**src/rtl/etc_emu_pkg.sv**
```systemverilog
// etc_emu_pkg: shared types and constants for the ETC vehicle emulator
package etc_emu_pkg;
  localparam int WIDTH_TIK_DEF = 16;
  localparam logic [1:0] EPASS_NONE = 2'b00;
  typedef enum logic [2:0] {IDLE, S1, G12, S2, G23, S3, FIN} emu_state_e;
  function automatic logic [31:0] min1(input logic [31:0] v);
    return (v == 32'd0) ? 32'd1 : v;
  endfunction
endpackage

```
**src/rtl/etc_vehicle_emulator_timer.sv**
```systemverilog
// etc_phase_timer: loadable down-counter, expire high in the last cycle of the loaded count
module etc_phase_timer
  import etc_emu_pkg::*;
#(
  parameter int WIDTH_TIK = WIDTH_TIK_DEF
) (
  input  logic                 clk,
  input  logic                 reset,
  input  logic                 load,
  input  logic [WIDTH_TIK-1:0] load_val,
  input  logic                 clear,
  output logic                 expire
);
  logic [WIDTH_TIK-1:0] cnt_q;
  assign expire = (cnt_q == WIDTH_TIK'(1));
  // clear beats load, load beats countdown; the counter parks at zero
  always_ff @(posedge clk) begin
    if (reset || clear) cnt_q <= '0;
    else if (load) cnt_q <= load_val;
    else if (cnt_q != '0) cnt_q <= cnt_q - WIDTH_TIK'(1);
  end
endmodule

```
**src/rtl/etc_vehicle_emulator.sv**
```systemverilog
// etc_vehicle_emulator: sensor1/2/3 + E-pass pulse-train generator; ETC_EMU_AUTOREPEAT_EN enables auto-repeat on held start
module etc_vehicle_emulator
  import etc_emu_pkg::*;
#(
  parameter int WIDTH_TIK = WIDTH_TIK_DEF
) (
  input  logic                 clk,
  input  logic                 reset,
  input  logic                 start,
  input  logic                 abort,
  input  logic [WIDTH_TIK-1:0] cfg_pulse,
  input  logic [WIDTH_TIK-1:0] cfg_gap12,
  input  logic [WIDTH_TIK-1:0] cfg_gap23,
  input  logic [1:0]           cfg_epass,
  output logic                 sensor1,
  output logic                 sensor2,
  output logic                 sensor3,
  output logic [1:0]           valid_Epass,
  output logic                 busy,
  output logic                 done
);
  emu_state_e state_q, state_d;
  logic [WIDTH_TIK-1:0] pulse_q, gap12_q, gap23_q, load_val;
  logic [1:0] epass_q;
  logic load, clear, expire;
  wire [WIDTH_TIK-1:0] p_in = WIDTH_TIK'(min1(32'(cfg_pulse)));
  wire [WIDTH_TIK-1:0] g12_in = WIDTH_TIK'(min1(32'(cfg_gap12)));
  wire [WIDTH_TIK-1:0] g23_in = WIDTH_TIK'(min1(32'(cfg_gap23)));
`ifdef ETC_EMU_AUTOREPEAT_EN
  logic rpt_q, rpt_d;
`endif

  etc_phase_timer #(.WIDTH_TIK(WIDTH_TIK)) u_timer (
    .clk(clk), .reset(reset), .load(load), .load_val(load_val), .clear(clear), .expire(expire)
  );

  // next state and timer control; abort overrides everything, including a same-cycle expiry
  always_comb begin
    state_d = state_q;
    load = 1'b0;
    load_val = p_in;
    clear = 1'b0;
`ifdef ETC_EMU_AUTOREPEAT_EN
    rpt_d = rpt_q;
`endif
    case (state_q)
      IDLE: begin
`ifdef ETC_EMU_AUTOREPEAT_EN
        if (start && (!rpt_q || expire)) begin
          state_d = S1;
          load = 1'b1;
          rpt_d = 1'b0;
        end else if (!start) rpt_d = 1'b0;
`else
        if (start) begin
          state_d = S1;
          load = 1'b1;
        end
`endif
      end
      S1: if (expire) begin
        state_d = G12;
        load = 1'b1;
        load_val = gap12_q;
      end
      G12: if (expire) begin
        state_d = S2;
        load = 1'b1;
        load_val = pulse_q;
      end
      S2: if (expire) begin
        state_d = G23;
        load = 1'b1;
        load_val = gap23_q;
      end
      G23: if (expire) begin
        state_d = S3;
        load = 1'b1;
        load_val = pulse_q;
      end
      S3: if (expire) state_d = FIN;
      FIN: begin
        state_d = IDLE;
`ifdef ETC_EMU_AUTOREPEAT_EN
        if (start) begin
          load = 1'b1;
          load_val = gap23_q;
          rpt_d = 1'b1;
        end
`endif
      end
      default: state_d = IDLE;
    endcase
    if (abort) begin
      state_d = IDLE;
      load = 1'b0;
      clear = 1'b1;
`ifdef ETC_EMU_AUTOREPEAT_EN
      rpt_d = 1'b0;
`endif
    end
  end

  // state, cfg latch on pass start, and outputs registered from the next state
  always_ff @(posedge clk) begin
    if (reset) begin
      state_q <= IDLE;
      pulse_q <= '0;
      gap12_q <= '0;
      gap23_q <= '0;
      epass_q <= EPASS_NONE;
      sensor1 <= 1'b0;
      sensor2 <= 1'b0;
      sensor3 <= 1'b0;
      valid_Epass <= EPASS_NONE;
      busy <= 1'b0;
      done <= 1'b0;
    end else begin
      state_q <= state_d;
      if (state_q == IDLE && state_d == S1) begin
        pulse_q <= p_in;
        gap12_q <= g12_in;
        gap23_q <= g23_in;
        epass_q <= cfg_epass;
      end
      sensor1 <= (state_d == S1);
      sensor2 <= (state_d == S2);
      sensor3 <= (state_d == S3);
      valid_Epass <= (state_d inside {S2, G23, S3, FIN}) ? epass_q : EPASS_NONE;
      busy <= (state_d != IDLE);
      done <= (state_d == FIN);
    end
  end

`ifdef ETC_EMU_AUTOREPEAT_EN
  // auto-repeat wait flag
  always_ff @(posedge clk) begin
    if (reset) rpt_q <= 1'b0;
    else rpt_q <= rpt_d;
  end
`endif
endmodule

```
**config.mk**
```make
export PLATFORM = sky130hd
export DESIGN_NAME = etc_vehicle_emulator
export DESIGN_NICKNAME = d
export VERILOG_FILES = /design/src/rtl/etc_emu_pkg.sv /design/src/rtl/etc_vehicle_emulator_timer.sv /design/src/rtl/etc_vehicle_emulator.sv
export SDC_FILE = /design/constraint.sdc
export NUM_CORES = 1
export LEC_CHECK = 0
export ABC_CLOCK_PERIOD_IN_PS = 7200
export BUFFER_PORTS_ARGS = -buffer_cell sky130_fd_sc_hd__buf_2
export CORE_MARGIN = 10
export CORE_UTILIZATION = 41
export CTS_CLUSTER_DIAMETER = 40
export DETAILED_ROUTE_END_ITERATION = 8
export GPL_TIMING_DRIVEN = 0
export PLACE_DENSITY = 0.67
export SETUP_SLACK_MARGIN = 0.3
export SYNTH_ARGS = -nofsm -noshare
export SYNTH_HDL_FRONTEND = slang
export SYNTH_HIERARCHICAL = 1
export SYNTH_SLANG_ARGS = --single-unit
```
**constraint.sdc**
```tcl
create_clock -name clk -period 7.2 [get_ports clk]
set_input_delay 0.36 -clock clk [delete_from_list [all_inputs] [get_ports clk]]
set_output_delay 0.36 -clock clk [all_outputs]
set_load 0.005 [all_outputs]
```
-- After elaboration in Yosys (flattened, before gate mapping)
Index checks and enable logic that the tools add are counted.
- flip-flop bits (word level): 76
- input port bits: 54
- logic and storage cells: 60
- add/subtract/negate cells: 1
- equality and inequality tests: 11
- multiplexer cells: 22
- bitwise logic cells: 1
- reductions and logical operators: 13
- operators by type and width (kind ; number):
    $mux 16 ; 8
    $logic_not 16->1 ; 3
    $pmux 16 s3 ; 1
    $mux 3 ; 7
    $pmux 3 s6 ; 1
    $eq 16x1->1 const B ; 1
    $reduce_bool 16->1 ; 1
    $sub 16x1->16 const B ; 1
    $eq 3x3->1 const B ; 5
    $eq 3x2->1 const B ; 3
    $eq 3x1->1 const B ; 2
    $mux 1 ; 4
    $reduce_bool 4->1 ; 1
    $reduce_or 2->1 ; 2
    $reduce_or 4->1 ; 1
    $logic_not 3->1 ; 1
    $reduce_bool 3->1 ; 1
    $pmux 1 s2 ; 1
    $reduce_bool 2->1 ; 1
    $logic_and 1x1->1 ; 1
    $logic_or 1x1->1 ; 1
    $not 1->1 ; 1

-- Logic depth before layout (Yosys ltp)
Gate-level depths: netlist (run 1).
- depth in word-level cells: 8
- depth in mapped cells: 13
- gate-level depth less buffers: 10

-- By module
The synthesis (run 1) kept the hierarchy.
- modules (own cells, without submodules) (module ; times used ; cells each ; area an instance (µm²) ; seq. area each (µm²)):
    etc_vehicle_emulator ; 1 ; 359 ; 3011.6 ; 1201.2
    etc_phase_timer ; 1 ; 118 ; 1031.0 ; 320.3

-- Worst setup path after synthesis (run 1)
OpenSTA, ideal clock, no wires.
- path type: register -> register
- start: register u_timer.cnt_q[4]
- end: register u_timer.cnt_q[11]
- library setup time: 0.070 ns
- data arrival time: 2.780 ns
- data required time: 7.130 ns
- slack: 4.350 ns
- cell stages (with the launch flop): 13
- period minus slack after synthesis: 2.850 ns
- cell sequence: dfxtp_1 nor4_1 nand3_1 nor2_1 clkbuf_1 o21ai_0 a21oi_1 o21ba_2 buf_2 buf_1 buf_1 a21oi_1 a21oi_1
- longest elaborated chain between the ends: 5
- elaborated cells between the ends (all ways): 13
- those cells by class: add/sub (1); eq/ne (1); mux (9); reduce/logical (2)
- RTL lines (what ; line ; text):
    from (decl) ; etc_vehicle_emulator_timer.sv:14 ; logic [WIDTH_TIK-1:0] cnt_q;
    from (signal assigned) ; etc_vehicle_emulator_timer.sv:19 ; else if (load) cnt_q <= load_val;
    from (signal assigned) ; etc_vehicle_emulator_timer.sv:20 ; else if (cnt_q != '0) cnt_q <= cnt_q - WIDTH_TIK'(1);
    $eq 16x1->1 (*) ; etc_vehicle_emulator_timer.sv:15 ; assign expire = (cnt_q == WIDTH_TIK'(1));
    net expire ; etc_vehicle_emulator.sv:25 ; logic load, clear, expire;
    $mux 1 (*) ; -- ;
    $pmux 1 s2 (*) ; etc_vehicle_emulator.sv:46 ; case (state_q)
    $mux 1 (*) ; etc_vehicle_emulator.sv:94 ; if (abort) begin
    net load ; etc_vehicle_emulator.sv:25 ;
    $mux 16 / $reduce_bool 2->1 (equally long branches) ; -- ;
Mark *: on every way through the listed nets, which the timed path passes. The rest lies on a longest branch. The select of a mux whose other input is x is not followed.
A chain may end at the register's enable or synchronous reset.

-- Final worst setup path (run 1)
- start: register u_timer.cnt_q[4]
- end: register u_timer.cnt_q[2]
Same word-level chain as after synthesis.

==> impl_metrics.csv, run 1 <==
group,metric,value,unit
power,intPower,784,uW
detailed_routing,routed_via_density,5.85,
timing,rsz0062_at_grt,"no",
critical_path,required,7490,ps
logic_synthesis,ys_seq_elements,76,
die,dieArea,14200,sq um
logic_synthesis,synthCells,477,
detailed_routing,maxUsedRoutingLayer,"met4",
timing,fin_skew,6.55,ps
job,max-cap-violations,0,
die,fp.dieW,119,um
power,power_switching,358,uW
global_route,grt.overflow.total,0,
logic_synthesis,yosysMostFrequentCell,"dfxtp_1",
clocking,tritoncts,"yes",
final_layout,register_area,1520,sq um
clocking,htree_levels,3,
critical_path,slowest_stage,"nor4_1",
logic_synthesis,yosysUniqueCellTypes,58,
hold_path,hp-class,"in -> reg",
critical_path,crit_type,"reg -> reg",
detailed_routing,drtIter0Drc,319,
clocking,cts_root_buffer,"clkbuf_8",
detailed_routing,dr_total_vias,4006,
critical_path,critPathMaxStageDelay,790,ps
power,p_clk_share,32.4,%
timing,finalHoldViolCount,0,
clocking,cts_setup_buffers,0,
power,p_seq_share,41.9,%
final_layout,multiInputGateArea,2290,sq um
global_route,grt_pass1_wl,20500,um
logic_synthesis,synth_seq_area_share,37.6,%
detailed_routing,routedWlPerCell,18.5,um
die,io_pins,61,
detailed_routing,drc,0,
clocking,cts_made_buffers,9,
clocking,clk_pin_slew,80,ps
global_route,grt_pass1_vias,4033,
die,coreArea,9680,sq um
critical_path,startpoint_type,"flip-flop",
global_route,track_usage,17.4,%
power,max-vdd-ir-drop,125,uV
placed_design,hpwl,9580,um
detailed_routing,route.met2.wl,5940,um
critical_path,crit_family,"simple AND/OR/NAND/NOR gates",
critical_path,path_max_fanout,10,
final_layout,nFillCells,967,
logic_synthesis,synthArstFlopShare,0,%
outcome,status,"completed",
critical_path,cp.buffers_inverters,4,
placed_design,routabilityCongestion,0.862,
logic_synthesis,postSynthAreaPerCell,8.48,sq um
power,switching_share,31.3,%
die,dieHeight,119,um
global_route,grt_max_degree,13,
detailed_routing,firstDrtPassIters,5,
detailed_routing,met1_length,5440,um
die,initial_core_util,41.7,%
timing,period_minus_slack,3840,ps
logic_synthesis,synth_top_area_share,37.6,%
timing,tightestPinTransition,886,ps
power,leakagePower,1.77,nW
clocking,cts_num_sinks,76,
global_route,antenna_found_initial,0,
clocking,cts_hold_buf,0,
timing,fmax,261,MHz
timing,setup_tns,0,ps
logic_synthesis,ys.flop_type,"dfxtp_1",
power,p_per_area,241,nW/um^2
timing,fin_crit_sh,53.3,%
timing,final_max_slew_viol_count,0,
logic_synthesis,synth_edf_count,0,
logic_synthesis,synth_nets,533,
die,rows,36,
clocking,clk-insertion-delay-late,350,ps
detailed_routing,met3_length,776,um
final_layout,fin_nets,604,
logic_synthesis,netlist_area,4040,sq um
final_layout,antenna_cells,0,
clocking,cts_resized,0,
logic_synthesis,synth.area.top_cells,"dfxtp_1 38%, a21oi_1 7.7%, o21ai_0 7.4%",
timing,setup_viol,0,
power,power_frac_comb,25.7,%
final_layout,drive_above_1_share,22.8,%
timing,hold_ws,262,ps
timing,max_slew_margin,40.4,%
logic_synthesis,synth_top_cell_by_area,"dfxtp_1",
detailed_routing,wl,12700,um
clocking,clk_path_buf_depth,2,
logic_synthesis,yosys-top-cells-count,"76 x dfxtp_1, 62 x a21oi_1, 60 x o21ai_0",
detailed_routing,drtAntennaViolNets,0,
critical_path,arrival,4120,ps
final_layout,syn_to_final_growth,17.1,%
critical_path,crit_path_end_kind,"flip-flop",
placed_design,io_buffer_count,60,
critical_path,path_cells,"nor4_1, nand3_1, nor2_1, nor4bb_1, clkbuf_1, o21ba_2, buf_2, buf_1, buf_1, a21oi_1, a21oi_1",
logic_synthesis,synth_warnings,6,
state kept, by name, indices dropped and copies added, names as in the netlist:
register	cells
pulse_q	16
u_timer/cnt_q	16
epass_q	2
valid_Epass	2
state_q	3
sensor2	1
gap23_q	16
busy	1
sensor1	1
gap12_q	16
done	1
sensor3	1
cell type report:
class                      instances  share of cell area (%)
inverter                           7                   0.555
buffer                            44                    4.31
multi-input combinational        350                    48.4
clock inverter                     4                    1.53
tap                              133                    3.52
clock buffer                      11                    3.20
sequential                        76                    32.1
timing repair buffer              60                    6.34
kinds of logic after synthesis:
kind of cell | Yosys count | synth area share (%)
xor gates and xnor gates | 10 | 2.17
DFF | 76 | 37.6
buffers and inverters | 51 | 5.69
AOI/OAI and AO/OA | 169 | 25.9
and+or+nand+nor | 141 | 20.5
adders and majority gates | 2 | 0.619
muxes | 28 | 7.49
worst min-delay path: cells and delay by family:
kind | cells | cell delay, ps
buffers and inverters | 1 | 100
AOI/OAI and AO/OA | 1 | 50
and+or+nand+nor | 1 | 60
stage by stage:
step | cells | area, sq um | setup WS [ps] | util, % | power (mW)
after floorplan | 477 | 4040 | 4350 | - | 0.695
after global placement | 670 | 4510 | 3450 | 46.6 | 0.770
after detailed placement | 670 | 4510 | 3470 | 46.6 | 0.776
after CTS | 685 | 4730 | 3440 | 48.9 | 1.14
after global routing | 685 | 4730 | 2970 | 48.9 | 1.20
final | 685 | 4730 | 3360 | 48.9 | 1.14
worst paths after layout:
| check | startpoint | endpoint | slack, ps | depth (start not counted) |
|---|---|---|---|---|
| worst max-delay path | u_timer/cnt_q[4] | u_timer/cnt_q[2] | 3360 | 11 |
| worst min-delay path | cfg_gap23[5] | gap23_q[5] | 260 | 3 |
| worst max register to register | u_timer/cnt_q[4] | u_timer/cnt_q[2] | 3360 | 11 |
| worst min register to register | pulse_q[13] | pulse_q[13] | 480 | 2 |
routing by layer:
| layer | global-route usage, % | up-vias |
|---|---|---|
| met5 | 0 | - |
| met4 | 9.13 | 0 |
| met3 | 3.59 | 29 |
| met2 | 27.5 | 164 |
| met1 | 22.0 | 1869 |
| li1 | - | 1944 |
cell usage in the layout, fill, tap and decap left out, types with 3 or more instances in the layout:
| cell type | n |
|---|---|
| nor3_1 | 14 |
| nand2b_1 | 13 |
| clkbuf_1 | 25 |
| mux2_2 | 18 |
| inv_1 | 7 |
| dfxtp_1 | 76 |
| o31a_1 | 3 |
| clkbuf_8 | 11 |
| or3_1 | 3 |
| o221a_1 | 8 |
| nor4_2 | 3 |
| buf_2 | 73 |
| mux2i_1 | 10 |
| nand3_1 | 53 |
| nor3b_1 | 3 |
| o211a_1 | 7 |
| nand2_1 | 6 |
| a21oi_1 | 62 |
| buf_1 | 3 |
| o21a_1 | 4 |
| xnor2_1 | 6 |
| a311oi_1 | 3 |
| buf_6 | 3 |
| a41oi_1 | 3 |
| xor2_1 | 4 |
| o21ai_0 | 60 |
| nor2_1 | 11 |
| nor4_1 | 13 |
power groups by stage:
stage                     clock network (mW)  registers (mW)  logic [mW]
final                                  0.370           0.479       0.294
after global routing                   0.393           0.483       0.321
after CTS                              0.372           0.478       0.292
after detailed placement                   0           0.488       0.289
after global placement                     0           0.486       0.285
after floorplan                            0           0.479       0.216
No activity file was read; power rests on OpenSTA's default activity.
==> run 2, diff against run 1 <==
--- a/config.mk
+++ b/config.mk
@@ -5,14 +5,15 @@
 export SDC_FILE = /design/constraint.sdc
 export NUM_CORES = 1
 export LEC_CHECK = 0
-export ABC_CLOCK_PERIOD_IN_PS = 7200
+export ABC_AREA = 1
+export ABC_CLOCK_PERIOD_IN_PS = 3900
 export BUFFER_PORTS_ARGS = -buffer_cell sky130_fd_sc_hd__buf_2
 export CORE_MARGIN = 10
 export CORE_UTILIZATION = 41
 export CTS_CLUSTER_DIAMETER = 40
 export DETAILED_ROUTE_END_ITERATION = 8
 export GPL_TIMING_DRIVEN = 0
-export PLACE_DENSITY = 0.67
+export PLACE_DENSITY = 0.66
 export SETUP_SLACK_MARGIN = 0.3
 export SYNTH_ARGS = -nofsm -noshare
 export SYNTH_HDL_FRONTEND = slang
==> constraint.sdc (replaced) <==
create_clock -name clk -period 3.9 [get_ports clk]
set_input_delay 0.195 -clock clk [delete_from_list [all_inputs] [get_ports clk]]
set_output_delay 0.195 -clock clk [all_outputs]
set_load 0.005 [all_outputs]
==> impl_metrics.csv, run 2 <==
group,metric,value,unit
outcome,status,"completed",
logic_synthesis,yosysUniqueCellTypes,33,
detailed_routing,dr_total_vias,4753,
clocking,cts_root_buffer,"clkbuf_8",
logic_synthesis,ys_seq_elements,76,
final_layout,antenna_cells,0,
detailed_routing,firstDrtPassIters,5,
critical_path,timing.critical_path.from,"u_timer/cnt_q[10]",
clocking,clk_path_buf_depth,2,
global_route,grt_pass1_vias,4683,
global_route,use_met1,23.6,%
critical_path,crit_type,"reg -> reg",
global_route,track_usage,18.4,%
placed_design,dpl_worst_slack,901,ps
final_layout,nFillCells,1147,
clocking,clk_pin_slew,90,ps
critical_path,startpoint_type,"flip-flop",
logic_synthesis,synth_top_cell_by_area,"dfxtp_1",
die,initial_core_util,42.4,%
final_layout,layout_commonest_cell,"nand2_1",
clocking,tritoncts,"yes",
detailed_routing,routed_via_density,4.98,
critical_path,r2r-end,"u_timer/cnt_q[15]",
critical_path,crit_path_end_kind,"flip-flop",
placed_design,io_buffer_count,60,
logic_synthesis,synth.area.top_cells,"dfxtp_1 34%, nand2_1 21%, nor2_1 14%",
timing,tightestPinTransition,688,ps
power,leakagePower,2.55,nW
timing,fin_crit_sh,78.5,%
hold_path,hold_depth,3,
global_route,grt_max_degree,15,
power,p_per_area,451,nW/um^2
die,dieArea,15300,sq um
global_route,grtUsageMet2,30.2,%
critical_path,cpMostUsedCell,"nand2_1",
logic_synthesis,yosysMostFrequentCell,"nand2_1",
global_route,antenna_found_initial,0,
logic_synthesis,netlist_area,4410,sq um
logic_synthesis,synth_top_area_share,34.5,%
die,io_pins,61,
logic_synthesis,synth_nets,799,
clocking,cts_setup_buffers,0,
timing,final_max_slew_viol_count,0,
timing,rsz0062_at_grt,"no",
hold_path,hp-class,"in -> reg",
logic_synthesis,yosys-top-cells-count,"245 x nand2_1, 159 x nor2_1, 80 x inv_1",
timing,fmax,327,MHz
critical_path,r2r_cells,17,
placed_design,routabilityCongestion,0.883,
global_route,grt_pass1_wl,22500,um
die,dieHeight,124,um
clocking,cts_hold_buf,0,
timing,setup_viol,0,
logic_synthesis,synth_seq_area_share,34.5,%
critical_path,slowest_stage,"nor2_1",
detailed_routing,drtIter0Drc,339,
critical_path,r2r_start,"u_timer/cnt_q[10]",
clocking,cts_resized,0,
hold_path,min_to,"epass_q[0]",
final_layout,fin_nets,870,
final_layout,drive_above_1_share,13.6,%
clocking,htree_levels,3,
hold_path,worstHoldStart,"cfg_epass[0]",
detailed_routing,drtAntennaViolNets,0,
timing,period_minus_slack,3060,ps
critical_path,required,4150,ps
timing,setup_tns,0,ps
critical_path,path_cells,"nor2_2, nand2_2, nor2_4, inv_2, nor2_1, inv_2, clkbuf_1, buf_2, nand2_1, o21ai_0, nand2_1, nand4_1, or2_2, nand2_1, inv_1, nand2_1, nor2_1",
logic_synthesis,ys.flop_type,"dfxtp_1",
die,coreArea,10400,sq um
global_route,grt.overflow.total,0,
global_route,gr-max-usage-layer,"met2",
critical_path,r2r_slack,840,ps
timing,fin_skew,9.93,ps
placed_design,hpwl,10600,um
job,max-cap-violations,0,
critical_path,arrival,3310,ps
timing,setup_ws,838,ps
detailed_routing,routedWlPerCell,14.3,um
clocking,cts_made_buffers,9,
final_layout,syn_to_final_growth,15.2,%
clocking,clk-insertion-delay-late,360,ps
logic_synthesis,synthArstFlopShare,0,%
logic_synthesis,synthCells,743,
power,max-vdd-ir-drop,208,uV
logic_synthesis,postSynthAreaPerCell,5.94,sq um
logic_synthesis,synth_edf_count,0,
global_route,met3_usage,4.34,%
timing,max_slew_margin,54.1,%
critical_path,path_max_fanout,10,
detailed_routing,drc,0,
critical_path,critPathMaxStageDelay,450,ps
die,fp.dieW,124,um
die,rows,37,
clocking,cts_num_sinks,76,
logic_synthesis,synth_warnings,6,
detailed_routing,wl,13700,um
timing,finalHoldViolCount,0,
final_layout,final_cell_mix,"245 x nand2_1, 159 x nor2_1, 80 x inv_1",
[run 2: cell count changes after synthesis, sizes merged, moves of 10 or more]
cell	before	now
nor4	16	4
nand2	6	249
nand3	53	22
mux2	18	0
nor2	12	167
nor3	16	3
mux2i	10	0
nand4	2	22
nand2b	13	0
inv	7	83
a21oi	62	12
[run 2: cell type report]
type | instances | area [sq um] | share of cell area [%]
Multi-Input combinational cell | 555 | 2430 | 47.8
Sequential cell | 76 | 1520 | 29.9
Inverter | 83 | 312 | 6.13
Timing Repair Buffer | 60 | 300 | 5.91
Tap cell | 136 | 170 | 3.35
Buffer | 29 | 153 | 3.00
Clock buffer | 9 | 124 | 2.44
Clock inverter | 7 | 75.1 | 1.48
[run 2: report_power, final]
group          total, mW  internal (mW)  switching, mW
Combinational      0.773          0.258          0.514
Sequential         0.896          0.851         0.0442
Clock              0.624          0.299          0.325
[run 2: stage by stage]
step	cell area [sq um]	util, %	std cells	hold WS [ps]	total power, mW
after floorplan	4410	-	743	330	1.47
after global placement	4880	46.9	939	422	1.66
after detailed placement	4880	46.9	939	424	1.68
after CTS	5080	48.8	955	46.4	2.31
after global routing	5080	48.8	955	57.2	2.47
final	5080	48.8	955	56.8	2.29
[run 2: logic make-up after synthesis]
kind of cell	Yosys count	share of synthesized area [%]
xor+xnor	1	0.199
buf+inv	112	10.5
simple gates	475	44.8
fa+ha+maj	2	0.567
compound gates	77	9.41
flops	76	34.5
[run 2: metal layers]
layer / vias up / wire length [um]
li1: 2441 / -
met1: 2150 / 6370
met2: 144 / 6220
met3: 18 / 817
met4: 0 / 242
met5: - / 0
[run 2: how the worst max path moves through the flow]
stage	to	slack [ps]	cells after the start
floorplan	u_timer/cnt_q[11]	1470	17
global placement	u_timer/cnt_q[15]	910	17
detailed placement	u_timer/cnt_q[15]	900	17
CTS	u_timer/cnt_q[15]	860	17
global route	u_timer/cnt_q[15]	590	17
finish	u_timer/cnt_q[15]	840	17
[run 2: worst max-delay path: cells and delay by family (launching register included)]
kind,cells,cell delay [ps]
DFF,1,360
buffers and inverters,5,780
and+or+nand+nor,11,1730
AOI/OAI and AO/OA,1,80
==> run 3, diff against run 2 <==
--- a/config.mk
+++ b/config.mk
@@ -6,14 +6,14 @@
 export NUM_CORES = 1
 export LEC_CHECK = 0
 export ABC_AREA = 1
-export ABC_CLOCK_PERIOD_IN_PS = 3900
+export ABC_CLOCK_PERIOD_IN_PS = 2600
 export BUFFER_PORTS_ARGS = -buffer_cell sky130_fd_sc_hd__buf_2
 export CORE_MARGIN = 10
 export CORE_UTILIZATION = 41
 export CTS_CLUSTER_DIAMETER = 40
 export DETAILED_ROUTE_END_ITERATION = 8
 export GPL_TIMING_DRIVEN = 0
-export PLACE_DENSITY = 0.66
+export PLACE_DENSITY = 0.68
 export SETUP_SLACK_MARGIN = 0.3
 export SYNTH_ARGS = -nofsm -noshare
 export SYNTH_HDL_FRONTEND = slang
==> constraint.sdc (replaced) <==
create_clock -name clk -period 2.6 [get_ports clk]
set_input_delay 0.13 -clock clk [delete_from_list [all_inputs] [get_ports clk]]
set_output_delay 0.13 -clock clk [all_outputs]
set_load 0.005 [all_outputs]
==> impl_metrics.csv, run 3 (synthesis results as in run 2) <==
group,metric,value,unit
power,leakagePower,2.68,nW
power,p_clk_share,27.6,%
die,dieArea,15300,sq um
global_route,track_usage,17.7,%
timing,finalHoldViolCount,4,
die,fp.dieW,124,um
power,power_switching,1.34,mW
global_route,antenna_found_initial,0,
die,coreArea,10400,sq um
global_route,grt_pass1_vias,4503,
timing,max_slew_margin,60.4,%
clocking,clk_pin_slew,90,ps
critical_path,arrival,2490,ps
global_route,grt_max_degree,14,
final_layout,antenna_cells,0,
critical_path,crit_path_end_kind,"flip-flop",
job,max-cap-violations,0,
clocking,cts_num_sinks,76,
power,intPower,2.31,mW
critical_path,startpoint_type,"flip-flop",
final_layout,register_area,1530,sq um
outcome,status,"finished, violations left",
timing,fin_crit_sh,85.7,%
critical_path,path_cells,"nor2_4, nand2_2, nor2_4, inv_2, nor2_4, inv_4, buf_8, buf_8, nand2_2, o21ai_0, nand2_1, nand4_1, or2_2, nand2_1, inv_1, nand2_1, nor2_1",
clocking,tritoncts,"yes",
clocking,htree_levels,3,
timing,setup_ws,371,ps
critical_path,path_max_fanout,10,
die,dieHeight,124,um
detailed_routing,firstDrtPassIters,6,
placed_design,io_buffer_count,60,
placed_design,dpl_worst_slack,-68.0,ps
detailed_routing,drtIter0Drc,473,
hold_path,hp-class,"in -> reg",
final_layout,drive_above_1_share,17.3,%
timing,rsz0062_at_grt,"yes",
final_layout,multiInputGateArea,2480,sq um
die,io_pins,61,
power,p_per_area,681,nW/um^2
final_layout,layout_commonest_cell,"nand2_1",
detailed_routing,drtAntennaViolNets,0,
detailed_routing,drc,0,
timing,hold_ws,-3.52,ps
final_layout,final_cell_mix,"242 x nand2_1, 154 x nor2_1, 79 x inv_1",
power,switching_share,36.7,%
clocking,clk_path_buf_depth,2,
timing,fin_skew,11.8,ps
detailed_routing,routed_via_density,4.79,
critical_path,required,2860,ps
timing,setup_viol,0,
global_route,grt_pass1_wl,21800,um
timing,period_minus_slack,2230,ps
outcome,violations,"hold timing",
final_layout,fin_nets,889,
timing,tightestPinTransition,592,ps
detailed_routing,wl,12900,um
critical_path,crit_type,"reg -> reg",
global_route,grt.overflow.total,0,
detailed_routing,routedWlPerCell,13.2,um
final_layout,syn_to_final_growth,21.4,%
placed_design,routabilityCongestion,0.902,
power,power_frac_comb,35.4,%
clocking,cts_made_buffers,9,
final_layout,nFillCells,1130,
die,initial_core_util,42.4,%
placed_design,dp_cells,939,
die,rows,37,
clocking,clk-insertion-delay-late,380,ps
critical_path,slowest_stage,"dfxtp_4",
clocking,cts_root_buffer,"clkbuf_8",
timing,final_max_slew_viol_count,0,
power,max-vdd-ir-drop,316,uV
power,p_seq_share,37.1,%
power,power,3.65,mW
final_layout,layout.cells.non_filler,974,
detailed_routing,dr_total_vias,4663,
placed_design,hpwl,9850,um
critical_path,critPathMaxStageDelay,370,ps
timing,fmax,449,MHz
run 3: cell types whose count changed in the layout (fill, tap and decap cells not counted), sizes merged:
cell         previous run  this run
clkinvlp                3         1
clkbuf                 25        26
buf                    73        85
bufinv                  1         2
inv                    85        83
clkinv                  1         4
dlygate4sd3             0         6
run 3: cell type report:
type / count / area share, %
multi-input cells: 555 / 46.3
well taps: 136 / 3.18
repair buffers: 79 / 8.62
plain buffers: 29 / 3.41
flip-flops and latches: 76 / 28.6
clock inverters: 7 / 1.71
inverters: 83 / 5.86
clock buffers: 9 / 2.31
run 3: per-layer routing:
layer  wire, um  vias to the layer above  global-route usage, %  part of all wire, %
met2       5820                      119                   27.8                   45
li1           -                     2482                      -                    -
met5          0                        -                      0                    0
met1       6110                     2043                   23.2                   47
met3        738                       19                   4.43                  5.7
met4        229                        0                   5.90                  1.8
run 3: power groups by stage:
stage / sequential (mW) / combinational, mW / clock (mW)
floorplan: 1.35 / 0.867 / 0
global placement: 1.37 / 1.13 / 0
detailed placement: 1.37 / 1.14 / 0
CTS: 1.34 / 1.19 / 1.02
global route: 1.37 / 1.48 / 1.07
finish: 1.35 / 1.29 / 1.01
run 3: worst paths after layout:
| path | cells after the start | slack [ps] | end | from |
|---|---|---|---|---|
| worst max-delay path | 17 | 370 | u_timer/cnt_q[11] | u_timer/cnt_q[10] |
| worst min-delay path | 3 | -4 | gap23_q[11] | cfg_gap23[11] |
| worst max register to register | 17 | 370 | u_timer/cnt_q[11] | u_timer/cnt_q[10] |
| worst min register to register | 2 | 440 | valid_Epass[0] | epass_q[0] |
run 3: stage by stage:
| step | util, % | setup TNS [ps] | area [sq um] | hold WS, ps |
|---|---|---|---|---|
| CTS | 50.1 | 0 | 5220 | 1.32 |
| finish | 51.4 | 0 | 5360 | -3.52 |
| global placement | 47.0 | -112 | 4890 | 354 |
| floorplan | - | 0 | 4420 | 265 |
| global route | 51.4 | 0 | 5360 | 7.45 |
| detailed placement | 47.0 | -130 | 4890 | 364 |
run 3: timing repair:
action / 4_1_cts / 5_1_grt
gates cloned: 0 / 0
hold buffers: 6 / 0
endpoints found under the setup margin: 15 / 58
buffers inserted: 4 / 9
gates resized for setup: 9 / 32
pin swaps: 5 / 10
hold endpoints to repair: 6 / 0
run 3: critical path, delay by kind of cell (launching register included):
family | cells | cell delay [ps]
AO/OA/AOI/OAI | 1 | 80
AND/OR/NAND/NOR | 11 | 1210
flip-flops | 1 | 370
buffers and inverters | 5 | 440
